`src/rtl/small_ram_master.sv`:
```
// Burst initiator for a 64x8 synchronous single-port RAM: write stream, read stream and fill.
// Define SMALL_RAM_MASTER_VERIFY_EN to read back and check every fill range.
module small_ram_master #(
  parameter int AW = 6,
  parameter int DW = 8
) (
  input  logic          Clk,
  input  logic          Rst,
  input  logic          Cmd_Valid,
  output logic          Cmd_Ready,
  input  logic [1:0]    Cmd_Op,
  input  logic [AW-1:0] Cmd_Addr,
  input  logic [AW-1:0] Cmd_Len,
  input  logic [DW-1:0] Cmd_Fill,
  input  logic [DW-1:0] Wr_Data,
  input  logic          Wr_Valid,
  output logic          Wr_Ready,
  output logic [DW-1:0] Rd_Data,
  output logic          Rd_Valid,
  output logic          Busy,
  output logic          Done,
  output logic          Verify_Err,
  output logic [AW-1:0] Mem_Address,
  output logic          Mem_WR,
  output logic          Mem_CS,
  output logic [DW-1:0] Mem_Di,
  input  logic [DW-1:0] Mem_Do
);

  typedef enum logic [2:0] {
    S_IDLE, S_WRITE, S_READ, S_TAIL, S_FILL,
`ifdef SMALL_RAM_MASTER_VERIFY_EN
    S_VERIFY,
`endif
    S_DONE
  } state_t;

  state_t        st_q, st_d;
  logic [AW-1:0] cnt_q, rem_q;
  logic [DW-1:0] fill_q;
  logic          iss_q;
  logic          step, rd_issue, last;

  assign last        = (rem_q == '0);
  assign Mem_Address = cnt_q;
  assign Busy        = (st_q != S_IDLE);
  assign Done        = (st_q == S_DONE);

  always_comb begin
    st_d      = st_q;
    Cmd_Ready = 1'b0;
    Wr_Ready  = 1'b0;
    Mem_CS    = 1'b0;
    Mem_WR    = 1'b0;
    Mem_Di    = '0;
    step      = 1'b0;
    rd_issue  = 1'b0;
    case (st_q)
      S_IDLE: begin
        Cmd_Ready = 1'b1;
        if (Cmd_Valid) begin
          case (Cmd_Op)
            2'b00:   st_d = S_WRITE;
            2'b01:   st_d = S_READ;
            2'b10:   st_d = S_FILL;
            default: st_d = S_DONE;
          endcase
        end
      end
      S_WRITE: begin
        Wr_Ready = 1'b1;
        if (Wr_Valid) begin
          Mem_CS = 1'b1;
          Mem_WR = 1'b1;
          Mem_Di = Wr_Data;
          step   = 1'b1;
          if (last) st_d = S_DONE;
        end
      end
      S_FILL: begin
        Mem_CS = 1'b1;
        Mem_WR = 1'b1;
        Mem_Di = fill_q;
        step   = 1'b1;
`ifdef SMALL_RAM_MASTER_VERIFY_EN
        if (last) st_d = S_VERIFY;
`else
        if (last) st_d = S_DONE;
`endif
      end
`ifdef SMALL_RAM_MASTER_VERIFY_EN
      S_VERIFY,
`endif
      S_READ: begin
        Mem_CS   = 1'b1;
        step     = 1'b1;
        rd_issue = 1'b1;
        if (last) st_d = S_TAIL;
      end
      // Do is gated by CS, so CS stays up while the final word is captured
      S_TAIL: begin
        Mem_CS = 1'b1;
        st_d   = S_DONE;
      end
      S_DONE:  st_d = S_IDLE;
      default: st_d = S_IDLE;
    endcase
  end

`ifdef SMALL_RAM_MASTER_VERIFY_EN
  logic [AW-1:0] addr_q, len_q;
  logic          vrf_q, verr_q;

  assign Rd_Valid   = iss_q & ~vrf_q;
  assign Verify_Err = verr_q;

  always_ff @(posedge Clk or posedge Rst) begin
    if (Rst) begin
      addr_q <= '0;
      len_q  <= '0;
      vrf_q  <= 1'b0;
      verr_q <= 1'b0;
    end else begin
      vrf_q <= (st_q == S_VERIFY);
      if (Cmd_Valid && Cmd_Ready) begin
        addr_q <= Cmd_Addr;
        len_q  <= Cmd_Len;
        if (Cmd_Op == 2'b10) verr_q <= 1'b0;
      end else if (iss_q && vrf_q && (Mem_Do != fill_q)) begin
        verr_q <= 1'b1;
      end
    end
  end
`else
  assign Rd_Valid   = iss_q;
  assign Verify_Err = 1'b0;
`endif

  assign Rd_Data = Rd_Valid ? Mem_Do : '0;

  always_ff @(posedge Clk or posedge Rst) begin
    if (Rst) begin
      st_q   <= S_IDLE;
      cnt_q  <= '0;
      rem_q  <= '0;
      fill_q <= '0;
      iss_q  <= 1'b0;
    end else begin
      st_q  <= st_d;
      iss_q <= rd_issue;
      if (Cmd_Valid && Cmd_Ready) begin
        cnt_q  <= Cmd_Addr;
        rem_q  <= Cmd_Len;
        fill_q <= Cmd_Fill;
`ifdef SMALL_RAM_MASTER_VERIFY_EN
      end else if (st_q == S_FILL && last) begin
        cnt_q <= addr_q;
        rem_q <= len_q;
`endif
      end else if (step) begin
        // reads hold the last address through the tail cycle
        if (!(last && rd_issue)) cnt_q <= cnt_q + 1'b1;
        if (!last) rem_q <= rem_q - 1'b1;
      end
    end
  end

endmodule

```
`config.mk`:
```
export PLATFORM = sky130hd
export DESIGN_NAME = small_ram_master
export DESIGN_NICKNAME = d
export VERILOG_FILES = /design/src/rtl/small_ram_master.sv
export SDC_FILE = /design/constraint.sdc
export NUM_CORES = 1
export LEC_CHECK = 0
export ABC_AREA = 1
export CAP_MARGIN = 20
export CORE_AREA = 3 3 76 78
export DETAILED_ROUTE_END_ITERATION = 10
export DIE_AREA = 0 0 79 81
export GPL_TIMING_DRIVEN = 0
export PLACE_DENSITY_LB_ADDON = 0.2
export SLEW_MARGIN = 0
export SYNTH_ARGS = -nofsm -noshare
export SYNTH_HDL_FRONTEND = slang
export SYNTH_SLANG_ARGS = --single-unit
export TNS_END_PERCENT = 20
```
`constraint.sdc`:
```
create_clock -name Clk -period 1.7 [get_ports Clk]
set_clock_uncertainty 0.2 [all_clocks]
set_input_delay 0.425 -clock Clk [delete_from_list [all_inputs] [get_ports Clk]]
set_output_delay 0.425 -clock Clk [all_outputs]
set_load 0.03 [all_outputs]
```
==> reports/metrics.cfg <==
[global_route]
track_usage=0.1507
overflow=0
antenna_found_initial=0
grt_max_degree=25
grt_pass1_wl_um=7838
grt_pass1_vias=1774

[yosys]
yosys_warnings=0
async_flop_share=1.000
synthMostInstantiatedCell=nand2_1
synth_cells=250
ys.flop_type=dfrtp_1
ys_types=31
synth_area_leaders=dfrtp_1 35%, nand2_1 21%, o21ai_0 6.7%, inv_1 6.6%, nand3_1 5.8%
synth_top_area_frac=0.3496
synth_edf_count=0
synth_area_um2=1718
synth.largest_area_cell=dfrtp_1
syn_nets=298
yosys_register_bits=24
avgSynthCellArea_um2=6.872
yosys-top-cells-count=94 x nand2_1, 30 x inv_1, 24 x dfrtp_1, 23 x o21ai_0, 20 x nand3_1
yosysSeqAreaShare=0.3496

[cells_and_area]
layout.cells.non_filler=403
drive_gt1_frac=0.3063
fillerInstances=521
syn2layout_area_growth_pct=62.49
final_nets=382
antennaDiodeCount=0

[flow_run]
cap_violations=0

[sta]
rsz0062_at_grt=true
setup-violations-final=18
fmax_ghz=0.4852
tns_ns=-4.498
period_share=1.212
period_needed_ns=2.061
maxSlewViolCount=0
worstMarginPinSlew_ns=0.5739
fin_hold_ws_ns=0.3369
setup_slack_ns=-0.3610
slew_headroom=0.6174
finalHoldViolations=0

[cts]
cts_hold_buffers=0
htreeDepth=1
path_clk_slew_ns=0.09
cts_tree=done
clock_sinks=24
cts_made_buffers=3
clk_latency_ns=0.27
clock-root-buffer=clkbuf_8
cts_buffer_depth=2

[status]
outcome=finished with violations
violations=setup timing

[critical_path]
critical_path_class=reg -> out
critPathMaxFanout=5
worst_ep_required_time_ns=1.07
crit_start=st_q[0]
r2r-start=st_q[0]
crit_path_end_kind=output port
start_kind=flop
arrival_ns=1.44

[place]
gp_congestion=0.7987
dp.cells=389
place_hpwl_um=3398
portBuffers=69

[detailed_routing]
drc=0
wl_um=4577
vias=1800
wl_per_cell_um=11.36
drt_iter0_drc=60
ant_nets=0
detail_route.first_pass.iterations=4
via_per_inst=4.467

[floorplanning]
core_um2=5140
die_w_um=79
io_pins=72
rows=26
start_util=0.3342
die_area_um2=6399
fp.dieH_um=81

[min_path]
hold_path.class=in -> async

[power]
p_leak_nw=1.422
total_power_mw=5.242
power_density_nw_per_um2=1878
ir_drop_v=0.0009866

registers in the layout (all words and copies together), names as in the netlist:
name / count
fill_q: 8
Rd_Valid: 1
rem_q: 6
st_q: 3
Mem_Address: 6
per-layer routing:
| metal | global-route usage | vias to the layer above | wire length [um] |
|---|---|---|---|
| met2 | 0.2643 | 53 | 2149 |
| li1 | - | 946 | - |
| met1 | 0.1881 | 799 | 2069 |
| met3 | 0.04213 | 2 | 337 |
| met5 | 0 | - | 0 |
| met4 | 0.02405 | 0 | 21 |
worst max-delay path: stages (launching register included):
cell	delay, ns
dfrtp_2	0.44
inv_4	0.06
nor2_4	0.14
nand2_4	0.09
clkinvlp_4	0.13
nand3_2	0.09
o21ai_4	0.08
buf_6	0.14
cell usage in the layout (no fill, tap or decap), drive strengths merged:
| cell | netlist | layout |
|---|---|---|
| nand4 | 3 | 3 |
| nand2 | 101 | 101 |
| dlygate4sd2 | 0 | 9 |
| clkbuf | 2 | 5 |
| o21ai | 27 | 27 |
| or2 | 1 | 1 |
| conb | 1 | 1 |
| clkdlybuf4s15 | 0 | 6 |
| nor2 | 9 | 9 |
| buf | 6 | 37 |
| clkdlybuf4s50 | 0 | 32 |
| a21o | 1 | 1 |
| bufinv | 0 | 1 |
| nor3 | 1 | 1 |
| nand3 | 24 | 24 |
| inv | 38 | 37 |
| a21oi | 1 | 1 |
| ha | 6 | 6 |
| dfrtp | 24 | 24 |
| o211ai | 2 | 2 |
| o21bai | 2 | 2 |
| nand3b | 1 | 1 |
| clkinvlp | 0 | 2 |
area by class of cell:
class                      instances  area [um2]  area share
multi-input combinational        180        1006      0.3604
tap                               70       87.58     0.03138
sequential                        24       608.1      0.2178
clock inverter                     1       30.03     0.01076
timing repair buffer              78       764.5      0.2739
buffer                             8       87.58     0.03138
inverter                          38       158.9     0.05692
timing repair inverter             1       7.507    0.002689
clock buffer                       3       41.29     0.01479
kinds of logic after synthesis:
kind of cell               share of synthesized area
other                                       0.002183
DFF                                           0.3496
buffers and inverters                         0.1180
AOI/OAI and AO/OA                             0.1100
adders and majority gates                    0.04370
and+or+nand+nor                               0.3765
through the flow:
stage          utilization  setup slack [ns]  cell area [um2]
3_5_place_dp        0.4959           -0.7964             2549
4_1_cts             0.5273           -0.3900             2710
6_report            0.5431           -0.3610             2791
2_1_floorplan            -           -0.1406             1770
3_3_place_gp        0.4959           -0.7857             2549
5_1_grt             0.5431           -0.4350             2791
report_power, final:
group          switching, mW  internal (mW)  total [mW]
Combinational           2.14           1.47        3.61
Sequential             0.263          0.858        1.12
Clock                  0.196          0.315       0.511
Total                   2.60           2.65        5.24
worst paths after layout:
kind	slack, ns	cells after the start	to
hold / removal	0.34	2	Mem_Address[1]
setup / recovery	-0.36	7	Mem_Di[1]
setup reg to reg	-0.05	10	st_q[2]
min in group Clk	0.34	2	rem_q[0]
max in group asynchronous	0.62	2	st_q[0]
hold reg to reg	0.34	2	rem_q[0]
repair_timing:
action | CTS | global route
setup buffers | 5 | 4
pin swaps | 9 | 3
gates cloned | 1 | 0
gates resized for setup | 180 | 30
setup endpoints to repair | 35 | 49
(Power assumes the default switching activity.)
